**src/rtl/reaction_pkg.sv**
```systemverilog
// reaction_pkg: shared definitions for the reaction-time tester.
// Holds the machine_state encodings (also used by the LED driver), the player
// codes, the default timing/seed constants and the LFSR step function.
package reaction_pkg;

  typedef enum logic [2:0] {
    ST_IDLE    = 3'd0,
    ST_ARM     = 3'd1,  // reserved encoding, never entered
    ST_DELAY   = 3'd2,
    ST_START   = 3'd3,
    ST_STORAGE = 3'd4,
    ST_FOUL    = 3'd5,
    ST_AVERAGE = 3'd6
  } state_t;

  localparam logic PLAYER_A = 1'b1;
  localparam logic PLAYER_B = 1'b0;

  localparam int          RT_MAX     = 9999;
  localparam int          DELAY_BASE = 1000;
  localparam logic [15:0] LFSR_SEED  = 16'hACE1;

  localparam int RT_W   = 14;  // holds 0..9999
  localparam int SUM_W  = 17;  // holds 8 x 9999
  localparam int DLY_W  = 12;  // holds 1000..3047
  localparam int TURN_W = 3;   // trial index 0..7

  // Fibonacci step, taps 16,14,13,11 (1-based) = bits 15,13,12,10.
  function automatic logic [15:0] lfsr_next(input logic [15:0] v);
    return {v[14:0], v[15] ^ v[13] ^ v[12] ^ v[10]};
  endfunction

endpackage

```
**src/rtl/reaction_ctrl_if.sv**
```systemverilog
// reaction_ctrl_if: button/tick inputs and display/LED outputs of the
// reaction controller.
//   master: drives tick_1ms, btn_go, btn_hit, btn_clr, sw_player and
//           observes the status outputs.
//   slave : the controller side (reaction_ctrl).
interface reaction_ctrl_if;
  import reaction_pkg::*;

  logic              tick_1ms;
  logic              btn_go;
  logic              btn_hit;
  logic              btn_clr;
  logic              sw_player;
  logic [2:0]        machine_state;
  logic              cur_player;
  logic [TURN_W-1:0] test_turn_A;
  logic [TURN_W-1:0] test_turn_B;
  logic              stim;
  logic [RT_W-1:0]   result_ms;
  logic              result_valid;
  logic [RT_W-1:0]   avg_ms;
  logic              avg_valid;

  modport master (
    output tick_1ms, btn_go, btn_hit, btn_clr, sw_player,
    input  machine_state, cur_player, test_turn_A, test_turn_B, stim,
           result_ms, result_valid, avg_ms, avg_valid
  );

  modport slave (
    input  tick_1ms, btn_go, btn_hit, btn_clr, sw_player,
    output machine_state, cur_player, test_turn_A, test_turn_B, stim,
           result_ms, result_valid, avg_ms, avg_valid
  );

endinterface

```
**src/rtl/reaction_ctrl_lfsr16.sv**
```systemverilog
// lfsr16: free-running 16-bit Fibonacci LFSR, shifting every cycle from reset.
// Ports: clk, rstn (async, active-low) -> rnd (low OUT_W bits of the register).
module lfsr16 #(
  parameter logic [15:0] SEED  = reaction_pkg::LFSR_SEED,  // must be non-zero
  parameter int          OUT_W = 11
) (
  input  logic             clk,
  input  logic             rstn,
  output logic [OUT_W-1:0] rnd
);
  import reaction_pkg::*;

  logic [15:0] lfsr_reg;

  always_ff @(posedge clk or negedge rstn) begin
    if (!rstn) lfsr_reg <= SEED;
    else       lfsr_reg <= lfsr_next(lfsr_reg);
  end

  assign rnd = lfsr_reg[OUT_W-1:0];

endmodule

```
**src/rtl/reaction_ctrl.sv**
```systemverilog
// reaction_ctrl: per-player reaction-time test sequencer.
// Arms a random 1000..3047 ms delay, raises the stimulus, counts ms ticks until
// the hit button (saturating at RT_MAX), and keeps eight trials per player with
// a running sum for the average.
// Ports: clk, rstn (async, active-low), bus (reaction_ctrl_if.slave) carrying
// tick/buttons/player switch in and state, turns, stim, result, average out.
module reaction_ctrl #(
  parameter int          RT_MAX     = reaction_pkg::RT_MAX,
  parameter int          DELAY_BASE = reaction_pkg::DELAY_BASE,
  parameter logic [15:0] LFSR_SEED  = reaction_pkg::LFSR_SEED
) (
  input  logic           clk,
  input  logic           rstn,
  reaction_ctrl_if.slave bus
);
  import reaction_pkg::*;

  localparam logic [RT_W-1:0]  RT_SAT   = RT_W'(RT_MAX);
  localparam logic [DLY_W-1:0] DLY_BASE = DLY_W'(DELAY_BASE);

  state_t            state_reg, state_next;
  logic              cur_reg, cur_next;
  logic [TURN_W-1:0] turn_reg [2];
  logic [TURN_W-1:0] turn_next [2];
  logic [SUM_W-1:0]  sum_reg [2];
  logic [SUM_W-1:0]  sum_next [2];
  logic [1:0]        done_reg, done_next;
  logic [DLY_W-1:0]  dly_reg, dly_next;
  logic [RT_W-1:0]   rt_reg, rt_next;
  logic [RT_W-1:0]   result_reg, result_next;
  logic [RT_W-1:0]   avg_reg, avg_next;
  logic              result_valid_reg, result_valid_next;
  logic              avg_valid_reg, avg_valid_next;
  logic              stim_reg, stim_next;
  logic [10:0]       rnd;

  lfsr16 #(.SEED(LFSR_SEED), .OUT_W(11)) u_lfsr (
    .clk  (clk),
    .rstn (rstn),
    .rnd  (rnd)
  );

  always_ff @(posedge clk or negedge rstn) begin
    if (!rstn) state_reg <= ST_IDLE;
    else       state_reg <= state_next;
  end

  always_comb begin
    state_next        = state_reg;
    cur_next          = cur_reg;
    turn_next         = turn_reg;
    sum_next          = sum_reg;
    done_next         = done_reg;
    dly_next          = dly_reg;
    rt_next           = rt_reg;
    result_next       = result_reg;
    avg_next          = avg_reg;
    result_valid_next = 1'b0;
    avg_valid_next    = 1'b0;
    stim_next         = 1'b0;

    case (state_reg)
      ST_IDLE: begin
        cur_next = bus.sw_player;
        if (bus.btn_clr) begin
          for (int p = 0; p < 2; p++) begin
            turn_next[p] = '0;
            sum_next[p]  = '0;
          end
          done_next = '0;
          avg_next  = '0;
        end else if (bus.btn_go) begin
          if (done_reg[cur_reg]) begin
            state_next = ST_AVERAGE;
          end else begin
            dly_next   = DLY_BASE + DLY_W'(rnd);
            state_next = ST_DELAY;
          end
        end
      end

      ST_DELAY: begin
        // An early hit wins even on the terminal tick.
        if (bus.btn_hit) begin
          state_next = ST_FOUL;
        end else if (bus.tick_1ms) begin
          dly_next = dly_reg - DLY_W'(1);
          if (dly_reg <= DLY_W'(1)) begin
            dly_next   = '0;
            rt_next    = '0;
            state_next = ST_START;
          end
        end
      end

      ST_START: begin
        // A tick in the same cycle as the hit still counts.
        if (bus.tick_1ms && rt_reg < RT_SAT) rt_next = rt_reg + RT_W'(1);
        if (bus.btn_hit || rt_next >= RT_SAT) state_next = ST_STORAGE;
      end

      ST_STORAGE: begin
        if (bus.btn_go) begin
          if (turn_reg[cur_reg] != '1) begin
            turn_next[cur_reg] = turn_reg[cur_reg] + TURN_W'(1);
            state_next         = ST_IDLE;
          end else begin
            done_next[cur_reg] = 1'b1;
            state_next         = ST_AVERAGE;
          end
        end
      end

      ST_FOUL: begin
        if (bus.btn_go) state_next = ST_IDLE;
      end

      ST_AVERAGE: begin
        if (bus.btn_clr) begin
          for (int p = 0; p < 2; p++) begin
            turn_next[p] = '0;
            sum_next[p]  = '0;
          end
          done_next  = '0;
          avg_next   = '0;
          state_next = ST_IDLE;
        end else if (bus.btn_go) begin
          state_next = ST_IDLE;
        end
      end

      default: state_next = ST_IDLE;  // ARM and the illegal code 7
    endcase

    // Capture on the transition so the result shows in the first STORAGE cycle.
    if (state_next == ST_STORAGE && state_reg != ST_STORAGE) begin
      result_next       = rt_next;
      sum_next[cur_reg] = sum_reg[cur_reg] + SUM_W'(rt_next);
      result_valid_next = 1'b1;
    end

    if (state_next == ST_AVERAGE) begin
      avg_next       = sum_next[cur_next][SUM_W-1:3];
      avg_valid_next = done_next[cur_next];
    end

    stim_next = (state_next == ST_START);
  end

  always_ff @(posedge clk or negedge rstn) begin
    if (!rstn) begin
      cur_reg          <= PLAYER_A;
      for (int p = 0; p < 2; p++) begin
        turn_reg[p] <= '0;
        sum_reg[p]  <= '0;
      end
      done_reg         <= '0;
      dly_reg          <= '0;
      rt_reg           <= '0;
      result_reg       <= '0;
      avg_reg          <= '0;
      result_valid_reg <= 1'b0;
      avg_valid_reg    <= 1'b0;
      stim_reg         <= 1'b0;
    end else begin
      cur_reg          <= cur_next;
      turn_reg         <= turn_next;
      sum_reg          <= sum_next;
      done_reg         <= done_next;
      dly_reg          <= dly_next;
      rt_reg           <= rt_next;
      result_reg       <= result_next;
      avg_reg          <= avg_next;
      result_valid_reg <= result_valid_next;
      avg_valid_reg    <= avg_valid_next;
      stim_reg         <= stim_next;
    end
  end

  assign bus.machine_state = state_reg;
  assign bus.cur_player    = cur_reg;
  assign bus.test_turn_A   = turn_reg[PLAYER_A];
  assign bus.test_turn_B   = turn_reg[PLAYER_B];
  assign bus.stim          = stim_reg;
  assign bus.result_ms     = result_reg;
  assign bus.result_valid  = result_valid_reg;
  assign bus.avg_ms        = avg_reg;
  assign bus.avg_valid     = avg_valid_reg;

endmodule

```
**src/flat_wrapper.sv**
```systemverilog
// flat-port wrapper written by rule: the top's interface ports become plain ports
module reaction_ctrl_flat import reaction_pkg::*;
#(
  parameter int          RT_MAX     = reaction_pkg::RT_MAX,
  parameter int          DELAY_BASE = reaction_pkg::DELAY_BASE,
  parameter logic [15:0] LFSR_SEED  = reaction_pkg::LFSR_SEED
)
  (clk, rstn, bus_tick_1ms, bus_btn_go, bus_btn_hit, bus_btn_clr, bus_sw_player, bus_machine_state, bus_cur_player, bus_test_turn_A, bus_test_turn_B, bus_stim, bus_result_ms, bus_result_valid, bus_avg_ms, bus_avg_valid);
  reaction_ctrl_if bus_i ();
  input  logic clk;
  input  logic rstn;
  input wire logic [$bits(bus_i.tick_1ms)-1:0] bus_tick_1ms;
  input wire logic [$bits(bus_i.btn_go)-1:0] bus_btn_go;
  input wire logic [$bits(bus_i.btn_hit)-1:0] bus_btn_hit;
  input wire logic [$bits(bus_i.btn_clr)-1:0] bus_btn_clr;
  input wire logic [$bits(bus_i.sw_player)-1:0] bus_sw_player;
  output wire logic [$bits(bus_i.machine_state)-1:0] bus_machine_state;
  output wire logic [$bits(bus_i.cur_player)-1:0] bus_cur_player;
  output wire logic [$bits(bus_i.test_turn_A)-1:0] bus_test_turn_A;
  output wire logic [$bits(bus_i.test_turn_B)-1:0] bus_test_turn_B;
  output wire logic [$bits(bus_i.stim)-1:0] bus_stim;
  output wire logic [$bits(bus_i.result_ms)-1:0] bus_result_ms;
  output wire logic [$bits(bus_i.result_valid)-1:0] bus_result_valid;
  output wire logic [$bits(bus_i.avg_ms)-1:0] bus_avg_ms;
  output wire logic [$bits(bus_i.avg_valid)-1:0] bus_avg_valid;
  assign bus_i.tick_1ms = bus_tick_1ms;
  assign bus_i.btn_go = bus_btn_go;
  assign bus_i.btn_hit = bus_btn_hit;
  assign bus_i.btn_clr = bus_btn_clr;
  assign bus_i.sw_player = bus_sw_player;
  assign bus_machine_state = bus_i.machine_state;
  assign bus_cur_player = bus_i.cur_player;
  assign bus_test_turn_A = bus_i.test_turn_A;
  assign bus_test_turn_B = bus_i.test_turn_B;
  assign bus_stim = bus_i.stim;
  assign bus_result_ms = bus_i.result_ms;
  assign bus_result_valid = bus_i.result_valid;
  assign bus_avg_ms = bus_i.avg_ms;
  assign bus_avg_valid = bus_i.avg_valid;
  reaction_ctrl #(.RT_MAX(RT_MAX), .DELAY_BASE(DELAY_BASE), .LFSR_SEED(LFSR_SEED)) u_core (.clk(clk), .rstn(rstn), .bus(bus_i));
endmodule
```
**config.mk**
```make
export PLATFORM = sky130hd
export DESIGN_NAME = reaction_ctrl_flat
export DESIGN_NICKNAME = d
export VERILOG_FILES = /design/src/rtl/reaction_pkg.sv /design/src/rtl/reaction_ctrl_if.sv /design/src/rtl/reaction_ctrl_lfsr16.sv /design/src/rtl/reaction_ctrl.sv /design/src/flat_wrapper.sv
export SDC_FILE = /design/constraint.sdc
export NUM_CORES = 1
export LEC_CHECK = 0
export CAP_MARGIN = 0
export CORE_MARGIN = 2
export CORE_UTILIZATION = 45
export CTS_BUF_LIST = sky130_fd_sc_hd__clkbuf_4
export DETAILED_ROUTE_END_ITERATION = 8
export PLACE_DENSITY_LB_ADDON = 0.3
export SLEW_MARGIN = 20
export SYNTH_ARGS = -nofsm -noshare
export SYNTH_HDL_FRONTEND = slang
export SYNTH_HIERARCHICAL = 1
export SYNTH_SLANG_ARGS = --single-unit
```
**constraint.sdc**
```tcl
create_clock -name clk -period 5.8 [get_ports clk]
set_clock_uncertainty 0.2 [all_clocks]
set_input_delay 0.87 -clock clk [delete_from_list [all_inputs] [get_ports clk]]
set_output_delay 0.87 -clock clk [all_outputs]
set_load 0.03 [all_outputs]
```
## Word-level counts from Yosys, hierarchy flattened

Cells that the tools add are included.

- Register bits after elaboration: 119
- Logic and storage cells: 130

- $add $sub $neg: 5
- Magnitude comparators: 9
- Equality and inequality tests: 18
- Multiplexer cells: 63
- Bitwise logic cells: 6
- Reduce and logical (&&, ||, !) cells: 14

Operators with widths:

| operator | count |
|---|---|
| $mux W17 | 7 |
| $mux W14 | 8 |
| $mux W34 | 3 |
| $mux W12 | 6 |
| $mux W3 | 15 |
| $bwmux W34 | 1 |
| $pmux W14 S2 | 1 |
| $pmux W12 S2 | 1 |
| $mux W6 | 3 |
| $pmux W3 S6 | 1 |
| $add A17 B14 Y17 | 1 |
| $demux W17 S1 | 1 |
| $eq A3 B3 Y1 const B | 5 |
| $add A14 B1 Y14 const B | 1 |
| $ge A14 B14 Y1 const B | 1 |
| $lt A14 B14 Y1 const B | 1 |
| $add A10 B11 Y12 const A | 1 |
| $le A12 B1 Y1 const B | 1 |
| $ne A2 B2 Y1 const B | 6 |
| $pmux W6 S2 | 1 |
| $sub A12 B1 Y12 const B | 1 |
| $eq A3 B2 Y1 const B | 3 |
| $mux W1 | 8 |
| $reduce_bool A2 Y1 | 4 |
| 22 further kinds | 34 |

## Depth between registers and ports, before layout

- Depth in word-level cells: 15
- Gate-level depth with buffers: 19

## Hierarchy

The synthesis kept the hierarchy.

By module, submodules not included:

| module | times used | cells an instance | area each (µm²) | seq. area each (µm²) |
|---|---|---|---|---|
| reaction_ctrl | 1 | 631 | 6134.6 | 2578.7 |
| lfsr16 | 1 | 30 | 519.2 | 410.4 |

## Worst setup path before layout

No wires, ideal clock.

- Path kind: reg-to-reg
- From: register u_core.state_reg[1] (netlist: u_core/bus.machine_state[1])
- To: register u_core/sum_reg[16] in the netlist's numbering
- Library setup time: 0.123 ns
- Data arrival time: 3.926 ns
- Setup slack: 1.552 ns
- Stages on the path, launching flop included: 18
- Path buffers: 2
- Period minus slack after synthesis: 4.248 ns
- Cell sequence: dfrtp_1 > clkbuf_1 > nor2b_1 > clkbuf_1 > nand2_1 > nor4_1 > a21o_1 > ha_1 > inv_1 > fa_1 > nand2b_1 > a21oi_1 > and4_1 > o31a_1 > a21bo_2 > a21oi_1 > or4_1 > mux2i_1

RTL lines:

| what | line | source |
|---|---|---|
| start, declared | reaction_ctrl.sv:21 | `state_t state_reg, state_next;` |
| start signal, assigned | reaction_ctrl.sv:45 | `else state_reg <= state_next;` |
| end signal, assigned | reaction_ctrl.sv:168 | `sum_reg <= sum_next;` |
| end, declared | reaction_ctrl.sv:25 | `logic [SUM_W-1:0] sum_reg [2];` |

==> impl_metrics.py <==
metrics = {
    "outcome": {
        "status": "completed",
    },
    "pwr": {
        "pwr-share-comb": 0.357,
        "switching_power_mw": 1.014,
        "switching_share": 0.3974,
        "clkPwrFrac": 0.220,
        "total_power_mw": 2.551,
        "seq_power_share": 0.422,
        "power_density_nw_per_um2": 342.2,
        "p_leak_nw": 3.311,
        "vdd_drop_max_uv": 144.1,
        "p_int_mw": 1.537,
    },
    "critical_path": {
        "critPathSlowestCell": "or4_1",
        "cpMostUsedCell": "o21ai_0",
        "max_stage_delay_ps": 510,
        "path_delay_family": "simple AND/OR/NAND/NOR gates",
        "critPathKind": "reg -> reg",
        "path_cells": "nor3_1 -> o211ai_1 -> nor3_1 -> and3_1 -> o21ai_0 -> buf_4 -> o21ai_0 -> o21ai_0 -> ha_1 -> nand2b_1 -> a21oi_1 -> and4_1 -> o31a_1 -> a21bo_2 -> a21oi_1 -> or4_1 -> mux2i_1",
        "cp-end-kind": "flop",
        "startpoint_type": "flop",
        "cp_max_fo": 12,
        "cp.arrival_ps": 5130,
        "crit_required_ps": 6050,
        "path_buf_inv": 1,
    },
    "sta": {
        "layout_setup_ws_ps": 921.9,
        "setup_viol_count_final": 0,
        "fin_setup_tns_ps": 0,
        "min_period_ps": 4878,
        "hold_viol": 0,
        "tightest_slew_ps": 1044,
        "fin_crit_sh": 0.8411,
        "slew_viol_final": 0,
        "grt_setup_unrepaired": "false",
        "fin_hold_ws_ps": 163.4,
        "slew_headroom": 0.3041,
        "fmax_ghz": 0.2050,
    },
    "global_route": {
        "antenna_found_initial": 0,
        "grt_max_degree": 67,
        "grt.overflow.total": 0,
        "grt_pass1_wl_um": 25450,
        "grt_pass1_vias": 5117,
        "grt_usage": 0.1988,
    },
    "clocking": {
        "htreeDepth": 4,
        "cts_sinks": 119,
        "cts-hold-fix-buffers": 0,
        "clk_latency_ps": 540,
        "post-cts-setup-buffers": 0,
        "cts-root-buf": "clkbuf_4",
        "cts_resized": 0,
        "cts_tree": "built",
        "cts.clk_slew.worst_paths_ps": 100,
        "cts_buffer_depth": 2,
        "cts_buffers": 17,
    },
    "placement": {
        "dp_slack_ps": 715.8,
        "place_inst": 857,
        "placed_area_um2": 7184,
        "portBuffers": 47,
        "gp_congestion": 0.9025,
        "dp_hpwl_um": 10380,
    },
    "detailed_routing": {
        "first_pass_iters": 5,
        "drcViolationCount": 0,
        "ant_nets": 0,
        "drt_iter0_drc": 430,
        "routed_wl_um": 14990,
        "wl_per_cell_um": 16.84,
        "viasPerCell": 5.779,
        "num_vias": 5143,
    },
    "synth": {
        "yosysSeqAreaShare": 0.4492,
        "syn_nets": 689,
        "synthFlopType": "dfrtp_1",
        "yosys_warnings": 6,
        "avgSynthCellArea_um2": 10.07,
        "syn_inst": 661,
        "ys_async_sr_fraction": 1.000,
        "ys_types": 68,
        "synth-seq-cells": 119,
        "syn_area_um2": 6654,
        "synth-edff-count": 0,
    },
    "finish": {
        "synthToLayoutAreaGrowth_pct": 12.05,
        "final_core_util": 0.5150,
        "nFillCells": 1298,
        "largest_register_ffs": 34,
        "drive_above_1_share": 0.1289,
        "final_area_um2": 7456,
        "fin_nets": 721,
        "n_antenna_cell": 0,
        "fin_cells": 890,
    },
    "job": {
        "maxCapViolCount": 0,
    },
    "floorplan": {
        "start_util": 0.4596,
        "dieArea_um2": 15780,
        "die_w_um": 125.6,
        "pin_count": 48,
        "num_rows": 44,
        "die_y_um": 125.6,
        "core-area_um2": 14480,
    },
    "worst_hold_path": {
        "hp-class": "reg -> reg",
    },
}
logic make-up (layout without fill, tap and decap cells):
logic type,count (synthesis),after routing,share of synthesized area
multiplexers,88,88,0.1395
XOR/XNOR,24,24,0.03159
adder cells (fa/ha/maj),21,21,0.04062
buffers and inverters,55,100,0.04080
AO/OA/AOI/OAI,157,157,0.1478
flip-flops,119,119,0.4492
AND/OR/NAND/NOR,197,197,0.1504
metal layers:
| layer | wire [µm] | part of all wire | track usage |
|---|---|---|---|
| met1 | 6991 | 0.47 | 0.2709 |
| met2 | 7067 | 0.47 | 0.3151 |
| met3 | 761 | 0.051 | 0.05178 |
| met4 | 172 | 0.011 | 0.05556 |
| met5 | 0 | 0 | 0 |
synth_stat cells, types with 2 or more instances:
cell,instances,area (µm²)
inv_1,14,52.55
buf_2,4,20.02
xnor2_1,10,87.58
nand3b_1,3,22.52
a22o_1,4,35.03
a32o_1,3,30.03
o211ai_1,4,30.03
o21a_1,2,15.01
a31oi_1,7,43.79
o31ai_1,2,15.01
o21ai_0,60,300.3
buf_4,12,90.09
and4_1,2,17.52
nor4_1,7,43.79
nand4_1,3,18.77
clkbuf_1,20,75.07
a22oi_1,2,15.01
o22ai_1,2,12.51
buf_6,2,22.52
and2_1,6,37.54
xor2_1,14,122.6
and3_1,5,31.28
a211oi_1,14,105.1
a41oi_1,3,26.28
mux2i_1,50,500.5
nand3_1,11,55.05
nor3b_1,2,15.01
nand2_1,60,225.2
ha_1,20,250.2
nand2b_1,9,56.30
dfrtp_1,110,2753
nor2_1,47,176.4
or3_1,4,25.02
a21oi_1,32,160.2
nor4b_1,2,17.52
nor2b_1,4,25.02
buf_1,3,11.26
nor3_1,22,110.1
a21o_1,6,45.04
dfstp_2,9,236.5
or4_1,2,15.01
mux2_2,37,416.7
cells in the final DEF, fill, tap and decap left out, drive strengths merged, types with 10 or more instances in the layout:
master	n
dfrtp	110
o21ai	61
nand2	60
mux2i	50
nor2	48
clkdlybuf4s50	46
mux2	38
a21oi	32
nor3	23
clkbuf	20
ha	20
a211oi	15
inv	14
xor2	14
nand3	12
xnor2	10
area by class of cell:
type,count,area (µm²),area share
inverters,14,52.55,0.007048
well taps,184,230.2,0.03088
clock inverters,12,110.1,0.01477
clock buffers,20,150.1,0.02014
multi-input cells,487,3400,0.4559
repair buffers,54,524.3,0.07031
flip-flops and latches,119,2989,0.4009
power groups by stage:
stage,Clock (mW),Sequential [mW],Combinational [mW]
after global routing,0.620,1.10,0.995
final,0.562,1.08,0.912
after detailed placement,0,1.09,0.909
after CTS,0.585,1.07,0.910
after floorplan,0,1.14,0.555
after global placement,0,1.08,0.886
worst reg2reg max path: cells and delay by family, from the launching register on:
kind | cells | cell delay, ps
fa+ha+maj | 1 | 420
buf+inv | 1 | 250
flops | 1 | 450
mux | 1 | 180
simple gates | 6 | 1900
compound gates | 8 | 1420
worst paths after layout:
path                       slack [ps]                        from  depth (start not counted)                         end
max reg2reg                       920           u_core/dly_reg[4]                         17          u_core/sum_reg[16]
max in group asynchronous        3960                        rstn                          2        u_core/bus.avg_ms[0]
min in group asynchronous         230                        rstn                          1   u_core/bus.test_turn_B[0]
min                               160  u_core/u_lfsr/lfsr_reg[14]                          0  u_core/u_lfsr/lfsr_reg[15]
max                               920           u_core/dly_reg[4]                         17          u_core/sum_reg[16]
min reg2reg                       160  u_core/u_lfsr/lfsr_reg[14]                          0  u_core/u_lfsr/lfsr_reg[15]
(Power assumes the default switching activity.)
